===== config.mk =====
export PLATFORM = sky130hd
export DESIGN_NAME = ibex_rf_write_arbiter
export DESIGN_NICKNAME = d
export VERILOG_FILES = /design/src/rtl/ibex_rf_write_arbiter_pkg.sv /design/src/rtl/ibex_rf_wr_fifo.sv /design/src/rtl/ibex_rf_write_arbiter.sv
export SDC_FILE = /design/constraint.sdc
export NUM_CORES = 1
export LEC_CHECK = 0
export BUFFER_PORTS_ARGS = -buffer_cell sky130_fd_sc_hd__buf_2
export CORE_MARGIN = 2
export CORE_UTILIZATION = 29
export DETAILED_ROUTE_END_ITERATION = 8
export PLACE_DENSITY = 0.53
export SLEW_MARGIN = 25
export SYNTH_ARGS = -nofsm -noshare
export SYNTH_HDL_FRONTEND = slang
export SYNTH_SLANG_ARGS = --single-unit

===== constraint.sdc =====
create_clock -name clk_i -period 3.4 [get_ports clk_i]
set_input_delay 0.51 -clock clk_i [delete_from_list [all_inputs] [get_ports clk_i]]
set_output_delay 0.51 -clock clk_i [all_outputs]
set_load 0.02 [all_outputs]

===== src/rtl/ibex_rf_write_arbiter_pkg.sv =====
// Shared types for the register-file write arbiter.
//   RfAddrW       : register address width
//   rf_wr_entry_t : pending load-write tag (address + live flag). Data is stored
//                   beside it because its width is a parameter.
package ibex_rf_write_arbiter_pkg;

  localparam int unsigned RfAddrW = 5;

  typedef struct packed {
    logic [4:0] addr;
    logic       live;
  } rf_wr_entry_t;

endpackage


===== src/rtl/ibex_rf_wr_fifo.sv =====
// In-order pending buffer for load writebacks that lost the write port.
// Ports:
//   clk_i, rst_ni              clock, async active-low reset
//   push_i/push_addr_i/_data_i enqueue a load write
//   pop_i                      dequeue the head
//   kill_i/kill_addr_i         clear live on every entry matching the address
//   empty_o, full_o            occupancy flags
//   head_o, head_data_o        oldest entry
//   raddr_{a,b}_i              read addresses to look up
//   fwd_{a,b}_hit_o/_data_o    youngest live match, '0 data on miss
module ibex_rf_wr_fifo
  import ibex_rf_write_arbiter_pkg::*;
#(
  parameter int unsigned DataWidth = 32,
  parameter int unsigned Depth     = 2
) (
  input  logic                 clk_i,
  input  logic                 rst_ni,
  input  logic                 push_i,
  input  logic [RfAddrW-1:0]   push_addr_i,
  input  logic [DataWidth-1:0] push_data_i,
  input  logic                 pop_i,
  input  logic                 kill_i,
  input  logic [RfAddrW-1:0]   kill_addr_i,
  output logic                 empty_o,
  output logic                 full_o,
  output rf_wr_entry_t         head_o,
  output logic [DataWidth-1:0] head_data_o,
  input  logic [RfAddrW-1:0]   raddr_a_i,
  input  logic [RfAddrW-1:0]   raddr_b_i,
  output logic                 fwd_a_hit_o,
  output logic [DataWidth-1:0] fwd_a_data_o,
  output logic                 fwd_b_hit_o,
  output logic [DataWidth-1:0] fwd_b_data_o
);

  localparam int unsigned PtrW = (Depth > 1) ? $clog2(Depth) : 1;
  localparam int unsigned CntW = $clog2(Depth + 1);

  typedef logic [PtrW-1:0] ptr_t;

  ptr_t                 rd_ptr_q, rd_ptr_d;
  ptr_t                 wr_ptr_q, wr_ptr_d;
  logic [CntW-1:0]      count_q, count_d;
  rf_wr_entry_t         entry_q [Depth];
  rf_wr_entry_t         entry_d [Depth];
  logic [DataWidth-1:0] data_q  [Depth];
  logic [DataWidth-1:0] data_d  [Depth];

  function automatic ptr_t ptr_inc(ptr_t p);
    return (p == ptr_t'(Depth - 1)) ? '0 : p + ptr_t'(1);
  endfunction

  assign empty_o     = (count_q == '0);
  assign full_o      = (count_q == CntW'(Depth));
  assign head_o      = entry_q[rd_ptr_q];
  assign head_data_o = data_q[rd_ptr_q];

  // Order matters: kill, then pop, then push, so a push into the slot being
  // popped (full buffer) keeps its own live flag.
  always_comb begin
    entry_d  = entry_q;
    data_d   = data_q;
    rd_ptr_d = rd_ptr_q;
    wr_ptr_d = wr_ptr_q;
    count_d  = count_q;
    if (kill_i) begin
      for (int i = 0; i < Depth; i++) begin
        if (entry_q[i].addr == kill_addr_i) entry_d[i].live = 1'b0;
      end
    end
    if (pop_i) begin
      // Popped slots are marked dead so live alone qualifies a forward hit.
      entry_d[rd_ptr_q].live = 1'b0;
      rd_ptr_d               = ptr_inc(rd_ptr_q);
    end
    if (push_i) begin
      entry_d[wr_ptr_q].addr = push_addr_i;
      entry_d[wr_ptr_q].live = (push_addr_i != '0) &&
                               !(kill_i && (kill_addr_i == push_addr_i));
      data_d[wr_ptr_q]       = push_data_i;
      wr_ptr_d               = ptr_inc(wr_ptr_q);
    end
    case ({push_i, pop_i})
      2'b10:   count_d = count_q + CntW'(1);
      2'b01:   count_d = count_q - CntW'(1);
      default: count_d = count_q;
    endcase
  end

  // Walk oldest to youngest; a later match overwrites, so the youngest wins.
  always_comb begin
    int unsigned idx;
    idx          = 0;
    fwd_a_hit_o  = 1'b0;
    fwd_a_data_o = '0;
    fwd_b_hit_o  = 1'b0;
    fwd_b_data_o = '0;
    for (int unsigned k = 0; k < Depth; k++) begin
      idx = 32'(rd_ptr_q) + k;
      if (idx >= Depth) idx = idx - Depth;
      if (entry_q[ptr_t'(idx)].live) begin
        if ((raddr_a_i != '0) && (entry_q[ptr_t'(idx)].addr == raddr_a_i)) begin
          fwd_a_hit_o  = 1'b1;
          fwd_a_data_o = data_q[ptr_t'(idx)];
        end
        if ((raddr_b_i != '0) && (entry_q[ptr_t'(idx)].addr == raddr_b_i)) begin
          fwd_b_hit_o  = 1'b1;
          fwd_b_data_o = data_q[ptr_t'(idx)];
        end
      end
    end
  end

  always_ff @(posedge clk_i or negedge rst_ni) begin
    if (!rst_ni) begin
      rd_ptr_q <= '0;
      wr_ptr_q <= '0;
      count_q  <= '0;
      for (int i = 0; i < Depth; i++) begin
        entry_q[i] <= '0;
        data_q[i]  <= '0;
      end
    end else begin
      rd_ptr_q <= rd_ptr_d;
      wr_ptr_q <= wr_ptr_d;
      count_q  <= count_d;
      entry_q  <= entry_d;
      data_q   <= data_d;
    end
  end

endmodule


===== src/rtl/ibex_rf_write_arbiter.sv =====
// Register-file write-port arbiter: execute writeback always wins, load
// writebacks bypass when nothing is pending, otherwise queue in order.
// Ports:
//   clk_i, rst_ni                         clock, async active-low reset
//   ex_we_i/ex_waddr_i/ex_wdata_i         execute writeback (never stalled)
//   lsu_valid_i/lsu_ready_o/lsu_waddr_i/lsu_wdata_i  load writeback handshake
//   rf_we_o/rf_waddr_o/rf_wdata_o         register file write port
//   raddr_{a,b}_i, fwd_{a,b}_hit_o/_data_o  forwarding of pending load data
//   busy_o                                pending buffer non-empty
module ibex_rf_write_arbiter
  import ibex_rf_write_arbiter_pkg::*;
#(
  parameter int unsigned DataWidth = 32,
  parameter int unsigned Depth     = 2
) (
  input  logic                 clk_i,
  input  logic                 rst_ni,
  input  logic                 ex_we_i,
  input  logic [RfAddrW-1:0]   ex_waddr_i,
  input  logic [DataWidth-1:0] ex_wdata_i,
  input  logic                 lsu_valid_i,
  output logic                 lsu_ready_o,
  input  logic [RfAddrW-1:0]   lsu_waddr_i,
  input  logic [DataWidth-1:0] lsu_wdata_i,
  output logic                 rf_we_o,
  output logic [RfAddrW-1:0]   rf_waddr_o,
  output logic [DataWidth-1:0] rf_wdata_o,
  input  logic [RfAddrW-1:0]   raddr_a_i,
  input  logic [RfAddrW-1:0]   raddr_b_i,
  output logic                 fwd_a_hit_o,
  output logic                 fwd_b_hit_o,
  output logic [DataWidth-1:0] fwd_a_data_o,
  output logic [DataWidth-1:0] fwd_b_data_o,
  output logic                 busy_o
);

  logic                 fifo_empty;
  logic                 fifo_full;
  rf_wr_entry_t         head;
  logic [DataWidth-1:0] head_data;
  logic                 lsu_hs;
  logic                 bypass;
  logic                 push;
  logic                 pop;

  assign lsu_ready_o = ~fifo_full;
  assign lsu_hs      = lsu_valid_i & lsu_ready_o;
  assign pop         = ~ex_we_i & ~fifo_empty;
  assign bypass      = ~ex_we_i & fifo_empty & lsu_hs;
  // A load accepted while the port is taken (ex write or a pop) must queue
  // behind anything already pending to keep write order.
  assign push        = lsu_hs & ~bypass;
  assign busy_o      = ~fifo_empty;

  always_comb begin
    rf_we_o    = 1'b0;
    rf_waddr_o = '0;
    rf_wdata_o = '0;
    if (ex_we_i) begin
      rf_we_o    = 1'b1;
      rf_waddr_o = ex_waddr_i;
      rf_wdata_o = ex_wdata_i;
    end else if (!fifo_empty) begin
      rf_we_o    = head.live;
      rf_waddr_o = head.addr;
      rf_wdata_o = head_data;
    end else if (lsu_hs && (lsu_waddr_i != '0)) begin
      rf_we_o    = 1'b1;
      rf_waddr_o = lsu_waddr_i;
      rf_wdata_o = lsu_wdata_i;
    end
  end

  ibex_rf_wr_fifo #(
    .DataWidth (DataWidth),
    .Depth     (Depth)
  ) u_fifo (
    .clk_i        (clk_i),
    .rst_ni       (rst_ni),
    .push_i       (push),
    .push_addr_i  (lsu_waddr_i),
    .push_data_i  (lsu_wdata_i),
    .pop_i        (pop),
    .kill_i       (ex_we_i),
    .kill_addr_i  (ex_waddr_i),
    .empty_o      (fifo_empty),
    .full_o       (fifo_full),
    .head_o       (head),
    .head_data_o  (head_data),
    .raddr_a_i    (raddr_a_i),
    .raddr_b_i    (raddr_b_i),
    .fwd_a_hit_o  (fwd_a_hit_o),
    .fwd_a_data_o (fwd_a_data_o),
    .fwd_b_hit_o  (fwd_b_hit_o),
    .fwd_b_data_o (fwd_b_data_o)
  );

endmodule


==> results of run 1 <==
## layer usage
metal	track usage, %	vias up	wire [µm]
met2	26.52	175	8979
met3	3.061	13	1174
met4	4.717	0	208
met1	23.09	2652	8955
met5	0	-	0
li1	-	2630	-
## layout make-up
class	instances	area, µm²	share of cell area (%)
Multi-Input combinational cell	444	3854	49.19
Sequential cell	80	2006	25.60
Timing Repair Buffer	212	1211	15.46
Tap cell	275	344.1	4.392
Clock buffer	12	246.5	3.146
Inverter	38	142.6	1.821
Clock inverter	4	30.03	0.3833
## what timing repair did
item | 4_1_cts | 5_1_grt
setup endpoints to repair | 1 | 60
pin swaps | 0 | 1
resized for setup | 4 | 19
cloned | 0 | 1
buffers inserted | 0 | 2
## sequential cells by signal, summed over array words and instances, names as in the netlist
register and count:
u_fifo.rd_ptr_q 1, u_fifo.wr_ptr_q 1, u_fifo.entry_q 12, u_fifo.data_q 64, u_fifo.count_q 2
## where the power goes
part / total, mW / switching, mW / internal, mW
Combinational: 4.40 / 2.52 / 1.88
Sequential: 1.88 / 0.423 / 1.45
Clock: 0.899 / 0.383 / 0.516
## cell families after synthesis
family | Yosys count | synth area share, %
AND/OR/NAND/NOR | 108 | 9.729
XOR/XNOR | 38 | 5.347
adder cells (fa/ha/maj) | 1 | 0.2010
multiplexers | 214 | 36.56
buffers and inverters | 96 | 7.075
flip-flops | 80 | 32.16
AO/OA/AOI/OAI | 82 | 8.925
## layout by cell type, fill, tap and decap left out, types with 6 or more instances in the layout
cell type and count:
sky130_fd_sc_hd__mux2_2 107, sky130_fd_sc_hd__o21ai_0 6, sky130_fd_sc_hd__xor2_1 17, sky130_fd_sc_hd__nor2_1 11
sky130_fd_sc_hd__buf_2 177, sky130_fd_sc_hd__buf_4 30, sky130_fd_sc_hd__a221oi_1 32, sky130_fd_sc_hd__mux2i_1 102
sky130_fd_sc_hd__nand4_1 37, sky130_fd_sc_hd__nand2_1 9, sky130_fd_sc_hd__clkbuf_16 9, sky130_fd_sc_hd__dfrtp_1 79
sky130_fd_sc_hd__a21oi_1 37, sky130_fd_sc_hd__xnor2_1 21, sky130_fd_sc_hd__nand3_1 35, sky130_fd_sc_hd__inv_1 37
## worst max-delay path: cells and delay by family (launching register included)
| kind | cells | cell delay (ps) |
|---|---|---|
| buf+inv | 3 | 860 |
| simple gates | 1 | 710 |
| flops | 1 | 520 |
| mux | 2 | 370 |
## how the worst max path moves through the flow
stage | start | to | cells past startpoint
6_report | u_fifo.rd_ptr_q | fwd_a_data_o[30] | 6
3_5_place_dp | u_fifo.rd_ptr_q | fwd_b_data_o[31] | 7
5_1_grt | u_fifo.rd_ptr_q | fwd_a_data_o[20] | 6
2_1_floorplan | u_fifo.rd_ptr_q | fwd_b_data_o[10] | 8
4_1_cts | u_fifo.rd_ptr_q | fwd_b_data_o[31] | 7
3_3_place_gp | u_fifo.rd_ptr_q | fwd_b_data_o[31] | 7
## per-stage QoR
stage | worst slack (ps) | cells
floorplan | 714.6 | 619
global placement | 384.1 | 1046
detailed placement | 347.6 | 1046
CTS | 2.244 | 1062
global route | -33.54 | 1065
finish | 75.32 | 1065
==> flow_summary.rst, run 1 <==
.. list-table::
   :header-rows: 1

   * - Metric
     - Value
   * - Fill cell total of the finished layout
     - 2135
   * - Count of TritonRoute iterations in the first routing pass
     - 4
   * - Post-layout utilization of the core
     - 37.27%
   * - Total negative slack for setup checks
     - 0 ps
   * - Maximum number of pins on one net before global-route repair
     - 82
   * - Per-cell routed wire length
     - approximately 18 µm
   * - DRC violations left
     - 0
   * - Commonest register cell after synthesis
     - sky130_fd_sc_hd__dfrtp_1
   * - Fraction of final layout cells sized beyond drive strength 1
     - 44.05%
   * - Number of global-route vias before repair
     - 5317
   * - Core Area
     - approximately 21000 µm²
   * - RR Startpoint
     - u_fifo.count_q[0]
   * - Boundary Pins
     - 194
   * - Hold-fix buffers, CTS
     - 0
   * - Post-layout instance area
     - 7834 µm²
   * - PwrDens
     - 915.7 nW/µm²
   * - Actual transition at the worst max-transition pin
     - 883.0 ps
   * - Area delta synth->final
     - 25.85%
   * - Nature of the critical path endpoint
     - output port
   * - Total of buffers placed on input and output ports
     - 193
   * - VDD IR-drop max
     - 0.0004318 V
   * - First-pass GRT wire length
     - between 20000 and 30000 µm
   * - Post-synthesis cell count
     - 619
   * - Arrival time of data at the critical path endpoint
     - 2810 ps
   * - Number of antenna violations at the first check in global routing
     - 0
   * - Register-to-register path setup slack
     - 1390 ps
   * - H-tree levels
     - 3
   * - Critical-path top delay cell
     - sky130_fd_sc_hd__or4_2
   * - Number of register bits inferred by synthesis
     - 80
   * - Share of synthesized area occupied by flip-flops and latches
     - approximately a third
   * - First-iteration detailed-routing DRC count
     - 260
   * - Critical setup path kind
     - reg2out
   * - Setup skew after layout
     - just under 6 ps
   * - Buffer depth of the longest clock path
     - 2
   * - Count of cells along the worst register-to-register path
     - 4
   * - Share of async-settable or async-resettable flops after synthesis
     - 100.0%
   * - Cell-by-cell listing of the critical path
     - buf_4, mux2i_1, or4_2, buf_12, mux2i_1, buf_2
   * - Setup repair after global routing missed its margin
     - true
   * - Overflow left after global routing
     - 0
   * - Clock tree root driver cell
     - sky130_fd_sc_hd__clkbuf_16
   * - Area of the mapped netlist
     - 6225 µm²
   * - Half-perimeter wire length after detailed placement
     - roughly 13000 µm
   * - Leak
     - between 3 and 4 nW
   * - Average vias per placed instance
     - 5.136
   * - Number of maximum-capacitance violations
     - 0
   * - Number of enable-type register cells in the synthesized netlist
     - 0
   * - Post-detailed-routing wire length
     - 19320 µm
   * - GPL Wtd Cong
     - 0.8643
   * - Total Power Consumption
     - about 7.2 mW
   * - Max Clk Rate
     - 0.3008 GHz
   * - Die Area
     - 22650 µm²
   * - Remaining antenna violation count
     - 0
   * - Instance area after placement
     - 7457 µm²
   * - Critical Path Max Stage Delay
     - 710 ps
   * - Number of warning messages in the yosys log
     - 0
   * - Critical Path Source Type
     - register
   * - Share of the synthesized area in the top cell type
     - 32.16%
   * - Final hold violation count
     - 0
   * - Critical-path maximum fanout
     - 33
   * - Syn_area_per_cell
     - about 10 µm²
   * - Top post-synthesis cells by area
     - sky130_fd_sc_hd__dfrtp_1, sky130_fd_sc_hd__mux2_2, sky130_fd_sc_hd__mux2i_1
   * - Count of standard-cell rows
     - 53
   * - Clock sinks
     - 80
   * - Total vias in the final route
     - 5470
   * - Total global routing track utilization
     - 16.66%
   * - Top post-synthesis cells by count
     - sky130_fd_sc_hd__mux2_2, sky130_fd_sc_hd__mux2i_1, sky130_fd_sc_hd__dfrtp_1
   * - Cell type with the largest total area after synthesis
     - sky130_fd_sc_hd__dfrtp_1
   * - Overall die width
     - 150.5 µm
   * - Tcrit/Tclk final
     - 97.78%
   * - Type of the tightest min-delay check
     - in2async
   * - Effective utilization at floorplan
     - 29.61%
   * - Inserted Clock Buffers
     - 9
   * - Worst-skew pair later-pin latency
     - 330 ps
   * - Worst relative slew slack
     - around two fifths
   * - Syn_nets
     - 708
   * - Library cell appearing most often on the critical path
     - sky130_fd_sc_hd__mux2i_1
   * - Number of antenna cells inserted
     - 0
   * - Critical path data required time
     - 2890 ps
   * - R2r endpoint
     - u_fifo.entry_q[9]
   * - Clock transition time at the flip-flop clock pins of the worst setup and hold paths
     - 60 ps
   * - Hold Worst Slack
     - 253.0 ps
   * - Number of nets in the layout
     - approximately 870
   * - Die span in y
     - 150.5 µm
   * - Number of setup violations in the final report
     - 0
   * - Number of slew-limit violations in the final report
     - 0
   * - Min Clock Period, post-route
     - between 3000 and 4000 ps
   * - Run status
     - finished clean
   * - Number of library cell types mapped by synthesis
     - 32
   * - Clock tree from TritonCTS
     - yes
(Power assumes the default switching activity.)
==> run 2: changes to the inputs <==
PLACE_DENSITY = not set   (was 0.53)
==> run 2 against run 1 <==
Utilization increased by 0.29 points. Register-to-register slack got worse by 20 ps. Hold slack got worse by 59 ps. Critical endpoint is now fwd_b_data_o[9]. Critical path depth increased by 1. Clock power increased by 2%. Largest power group unchanged. Maximum frequency increased by 1.4%. Die area unchanged. Final area increased by 0.78%.
==> flow_summary.rst, run 2 (synthesized netlist as in run 1, its figures left out) <==
.. list-table::
   :header-rows: 1

   * - Metric
     - Value
   * - Fin cells
     - 1070
   * - Die span in y
     - 150.5 µm
   * - Arrival time of data at the critical path endpoint
     - 2770 ps
   * - Die Area
     - 22650 µm²
   * - First-iteration detailed-routing DRC count
     - 240
   * - Leak
     - 3.994 nW
   * - Worst-skew pair later-pin latency
     - between 300 and 400 ps
   * - GPL Wtd Cong
     - 0.7858
   * - Post-detailed-routing wire length
     - 19820 µm
   * - Fraction of final layout cells sized beyond drive strength 1
     - around 45%
   * - Per-cell routed wire length
     - around 19 µm
   * - Average vias per placed instance
     - 5.251
   * - Max Clk Rate
     - 0.3048 GHz
   * - Most common cell after layout, fill and taps aside
     - sky130_fd_sc_hd__buf_2
   * - Post-layout utilization of the core
     - between 30% and 40%
   * - Remaining antenna violation count
     - 0
   * - Number of antenna cells inserted
     - 0
   * - Critical setup path kind
     - reg2out
   * - Number of global-route vias before repair
     - 5313
   * - VDD IR-drop max
     - 0.0003759 V
   * - Buffer depth of the longest clock path
     - 2
   * - Tcrit/Tclk final
     - 96.48%
   * - Start point of the critical path
     - u_fifo.rd_ptr_q
   * - Critical-path maximum fanout
     - 17
   * - Total of buffers placed on input and output ports
     - approximately 190
   * - Post-layout instance area
     - 7895 µm²
   * - Setup skew after layout
     - 7.336 ps
   * - Actual transition at the worst max-transition pin
     - 805.5 ps
   * - Number of antenna violations at the first check in global routing
     - 0
   * - Critical path data required time
     - slightly below 3000 ps
   * - Critical Path Source Type
     - register
   * - Registers with the most flip-flops
     - u_fifo.data_q x64, u_fifo.entry_q x12, u_fifo.count_q x2
   * - Total global routing track utilization
     - between 10% and 20%
   * - Worst relative slew slack
     - 46.30%
   * - Half-perimeter wire length after detailed placement
     - 12440 µm
   * - Number of slew-limit violations in the final report
     - 0
   * - First-pass GRT wire length
     - 28810 µm
   * - Run status
     - finished clean
   * - Instance area after placement
     - between 7000 and 8000 µm²
   * - Type of the tightest min-delay check
     - in2async
   * - Number of nets in the layout
     - 879
   * - Register-to-register path setup slack
     - 1370 ps
   * - Number of setup violations in the final report
     - 0
   * - Most flops, register
     - u_fifo.data_q
   * - Hold-fix buffers, CTS
     - 0
   * - Overflow left after global routing
     - 0
   * - Number of flip-flops under the largest register name
     - 64
   * - Maximum number of pins on one net before global-route repair
     - 81
   * - Clock tree from TritonCTS
     - yes
   * - Placed cells
     - approximately 1000
   * - Total vias in the final route
     - 5619
   * - DRC violations left
     - 0
   * - Inserted Clock Buffers
     - 9
   * - Nature of the critical path endpoint
     - output port
   * - Total Power Consumption
     - 7.263 mW
   * - Clock tree root driver cell
     - sky130_fd_sc_hd__clkbuf_16
   * - Most frequent cells in the layout
     - sky130_fd_sc_hd__buf_2, sky130_fd_sc_hd__mux2_2, sky130_fd_sc_hd__mux2i_1
   * - Effective utilization at floorplan
     - 29.61%
   * - Boundary Pins
     - slightly below 200
   * - Min Clock Period, post-route
     - 3280 ps
   * - Core Area
     - 21020 µm²
   * - H-tree levels
     - 3
   * - Clock transition time at the flip-flop clock pins of the worst setup and hold paths
     - 60 ps
   * - Count of standard-cell rows
     - 53
   * - Clock sinks
     - 80
   * - Count of TritonRoute iterations in the first routing pass
     - 5
   * - Overall die width
     - between 150 and 200 µm
   * - Final hold violation count
     - 0
   * - Area delta synth->final
     - 26.83%
   * - Number of maximum-capacitance violations
     - 0
   * - RR Startpoint
     - u_fifo.count_q[0]
   * - PwrDens
     - 919.9 nW/µm²
## run 2: final timing paths
check | depth (start not counted) | to
worst max-delay path | 7 | fwd_b_data_o[9]
worst min-delay path | 1 | u_fifo.data_q[28]
worst max register to register | 4 | u_fifo.data_q[51]
worst min register to register | 2 | u_fifo.wr_ptr_q
max in group asynchronous | 1 | u_fifo.data_q[31]
min in group clk_i | 2 | u_fifo.data_q[62]
## run 2: final cells by class
cell class                 count  area, µm²
timing repair buffer         217       1249
tap                          275      344.1
fill                        2117      13130
inverter                      38      142.6
multi-input combinational    444       3879
clock buffer                  12      246.5
clock inverter                 4      28.78
sequential                    80       2006
## run 2: report_power, final
| group | internal, mW | switching (mW) | leakage, nW | total [mW] |
|---|---|---|---|---|
| Sequential | 1.45 | 0.400 | 0.944 | 1.85 |
| Combinational | 1.92 | 2.57 | 2.92 | 4.49 |
| Clock | 0.517 | 0.400 | 0.129 | 0.916 |
| Total | 3.89 | 3.37 | 3.99 | 7.26 |
## run 2: critical path, cell delays in order (launching register included)
cell	delay [ps]
sky130_fd_sc_hd__dfrtp_4	490
sky130_fd_sc_hd__clkbuf_4	190
sky130_fd_sc_hd__mux2i_1	290
sky130_fd_sc_hd__xnor2_1	270
sky130_fd_sc_hd__nor2_4	600
sky130_fd_sc_hd__nand4_1	200
sky130_fd_sc_hd__mux2i_2	210
sky130_fd_sc_hd__buf_4	170
## run 2: timing repair
| action | CTS | global route |
|---|---|---|
| buffers inserted | 3 | 4 |
| setup endpoints to repair | 3 | 16 |
| pin swaps | 0 | 1 |
| gates cloned | 0 | 3 |
| resized for setup | 4 | 15 |
## run 2: routing by layer
metal	track usage, %	wire length (µm)	vias to the layer above
li1	-	-	2649
met5	0	0	-
met1	22.13	9011	2752
met3	3.333	1385	18
met2	25.66	9183	200
met4	4.858	241	0
## run 2: per-stage QoR
step | setup TNS (ps) | setup WS, ps | hold WS [ps]
finish | 0 | 119.6 | 193.8
global placement | 0 | 381.0 | 487.7
detailed placement | 0 | 332.3 | 492.5
CTS | 0 | 55.50 | 243.6
floorplan | 0 | 714.6 | 214.4
global route | -83.53 | -19.65 | 275.7
==> run 3: changes to the inputs <==
REMOVE_ABC_BUFFERS = 1   (was not set)
==> run 3 against run 2 <==
Sequential cell count stayed put. Maximum frequency fell by 0.19%. Combinational power up 0.9%. Critical path type unchanged. Critical endpoint is now fwd_b_data_o[1]. Highest routed layer unchanged.
==> flow_summary.rst, run 3 (synthesized netlist as in run 1, its figures left out) <==
.. list-table::
   :header-rows: 1

   * - Metric
     - Value
   * - Run status
     - finished clean
   * - Area delta synth->final
     - 28.24%
   * - VDD IR-drop max
     - 0.0003745 V
   * - Clock sinks
     - 80
   * - Setup repair after global routing missed its margin
     - true
   * - Buffer depth of the longest clock path
     - 2
   * - Core Area
     - 21020 µm²
   * - GPL Wtd Cong
     - roughly 0.9
   * - Critical path data required time
     - 2890 ps
   * - Maximum number of pins on one net before global-route repair
     - 51
   * - Inserted Clock Buffers
     - 9
   * - Clock tree from TritonCTS
     - yes
   * - Die span in y
     - 150.5 µm
   * - Post-layout utilization of the core
     - 37.97%
   * - Critical-path maximum fanout
     - 13
   * - Final hold violation count
     - 0
   * - Count of TritonRoute iterations in the first routing pass
     - 4
   * - Number of setup violations in the final report
     - 0
   * - Critical Path Max Stage Delay
     - 700 ps
   * - Fin cells
     - 1079
   * - FF+latch area
     - ~2000 µm²
   * - Nature of the critical path endpoint
     - output port
   * - Fill cell total of the finished layout
     - 2131
   * - Setup skew after layout
     - 9.664 ps
   * - Worst relative slew slack
     - 54.46%
   * - Post-detailed-routing wire length
     - between 15000 and 20000 µm
   * - Leak
     - 4.061 nW
   * - DRC violations left
     - 0
   * - Most common cell after layout, fill and taps aside
     - sky130_fd_sc_hd__buf_2
   * - Number of slew-limit violations in the final report
     - 0
   * - Number of maximum-capacitance violations
     - 0
   * - Most flops, register
     - u_fifo.data_q
   * - First-pass GRT wire length
     - 29040 µm
   * - Max Clk Rate
     - ~0.30 GHz
   * - Number of buffers and inverters on the critical path
     - 2
   * - Count of standard-cell rows
     - 53
   * - Critical Path Source Type
     - register
   * - Half-perimeter wire length after detailed placement
     - 13650 µm
   * - Remaining antenna violation count
     - 0
   * - Critical setup path kind
     - reg2out
   * - Average vias per placed instance
     - ~5.1
   * - Type of the tightest min-delay check
     - in2async
   * - Worst-skew pair later-pin latency
     - around 350 ps
   * - Fraction of final layout cells sized beyond drive strength 1
     - 45.33%
   * - Cell-by-cell listing of the critical path
     - mux2i_2, xor2_1, nand4_1, or4_2, buf_4, mux2i_1, buf_2
   * - Boundary Pins
     - 194
   * - Total negative slack for setup checks
     - 0 ps
   * - Total Power Consumption
     - 7.520 mW
   * - H-tree levels
     - 3
   * - Registers with the most flip-flops
     - u_fifo.data_q x64, u_fifo.entry_q x12, u_fifo.count_q x2
   * - Area used by multi-input combinational logic
     - 3865 µm²
   * - Number of flip-flops under the largest register name
     - 64
   * - Arrival time of data at the critical path endpoint
     - 2780 ps
   * - Critical-path top delay cell
     - sky130_fd_sc_hd__or4_2
   * - PwrDens
     - 942.1 nW/µm²
   * - Per-cell routed wire length
     - around 18 µm
   * - Hold-fix buffers, CTS
     - 0
   * - Clock transition time at the flip-flop clock pins of the worst setup and hold paths
     - 60 ps
   * - Total global routing track utilization
     - 16.56%
   * - Total vias in the final route
     - around 5500
   * - Family with the most delay on the worst path
     - simple AND/OR/NAND/NOR gates
   * - Overall die width
     - around 150 µm
   * - Effective utilization at floorplan
     - 29.61%
   * - Total of buffers placed on input and output ports
     - 193
   * - Min Clock Period, post-route
     - 3287 ps
   * - Number of global-route vias before repair
     - 5335
   * - Clock tree root driver cell
     - sky130_fd_sc_hd__clkbuf_16
   * - Placed cells
     - 1055
   * - Most frequent cells in the layout
     - sky130_fd_sc_hd__buf_2, sky130_fd_sc_hd__mux2_2, sky130_fd_sc_hd__mux2i_1
   * - Final setup slack of the worst path
     - 113.4 ps
   * - Setup slack at placement
     - 307.2 ps
   * - Number of antenna violations at the first check in global routing
     - 0
   * - First-iteration detailed-routing DRC count
     - roughly 220
   * - Number of nets in the layout
     - 888
   * - Overflow left after global routing
     - 0
   * - Tcrit/Tclk final
     - 96.67%
   * - Die Area
     - 22650 µm²
   * - Actual transition at the worst max-transition pin
     - slightly below 700 ps
==> run 3: changes by cell type in the layout (fill, tap and decap cells not counted), moves of 2 or more <==
cell,delta
sky130_fd_sc_hd__buf_4,+4
sky130_fd_sc_hd__buf_6,+4
sky130_fd_sc_hd__buf_2,+3
sky130_fd_sc_hd__bufinv_16,+3
sky130_fd_sc_hd__clkbuf_16,-2
sky130_fd_sc_hd__clkinvlp_4,-2
sky130_fd_sc_hd__or4_2,+2
sky130_fd_sc_hd__or4_4,-2
==> run 3: final timing paths <==
| path | start | endpoint | slack (ps) | cells after the start |
|---|---|---|---|---|
| max | u_fifo.rd_ptr_q | fwd_b_data_o[1] | 110 | 7 |
| min | rst_ni | u_fifo.data_q[60] | 210 | 1 |
| max reg2reg | u_fifo.count_q[0] | u_fifo.data_q[38] | 1570 | 4 |
| min reg2reg | u_fifo.wr_ptr_q | u_fifo.wr_ptr_q | 500 | 2 |
| max in group asynchronous | rst_ni | u_fifo.data_q[61] | 2500 | 2 |
| min in group clk_i | lsu_wdata_i[1] | u_fifo.data_q[1] | 430 | 2 |
==> run 3: timing repair <==
action	4_1_cts	5_1_grt
pin swaps	0	1
setup buffers	4	3
setup endpoints to repair	15	46
gates cloned	0	1
resized for setup	2	15
==> run 3: cell type report <==
type / count / share of cell area [%]
antenna: 1 / 0.03135
clock buffer: 12 / 3.088
clock inverter: 3 / 1.129
inverter: 38 / 1.787
multi-input combinational: 444 / 48.42
sequential: 80 / 25.13
tap: 275 / 4.310
timing repair buffer: 226 / 16.11
==> run 3: where the power goes <==
part | internal [mW] | switching, mW
sequential | 1.45 | 0.429
clock | 0.734 | 0.374
combinational | 2.00 | 2.53
total | 4.19 | 3.33
==> run 3: metrics by stage <==
step	instance area, µm²	hold slack, ps
6_report	7983	208.9
2_1_floorplan	5927	214.4
4_1_cts	7861	229.7
3_3_place_gp	7487	486.9
5_1_grt	7980	256.7
3_5_place_dp	7487	494.5
==> run 3: layer usage <==
| metal | up-vias | routed length, µm | GRT usage, % | share of wire, % |
|---|---|---|---|---|
| li1 | 2676 | - | - | - |
| met1 | 2639 | 9016 | 22.64 | 47 |
| met2 | 182 | 9039 | 26.91 | 47 |
| met3 | 21 | 993 | 2.455 | 5.1 |
| met4 | 0 | 303 | 5.236 | 1.6 |
| met5 | - | 0 | 0 | 0 |
==> run 3: worst register-to-register path, delay by kind of cell (launching register included) <==
family	cells	cell delay, ps
DFF	1	440
and+or+nand+nor	1	260
AOI/OAI and AO/OA	1	350
muxes	1	380
buffers and inverters	1	270
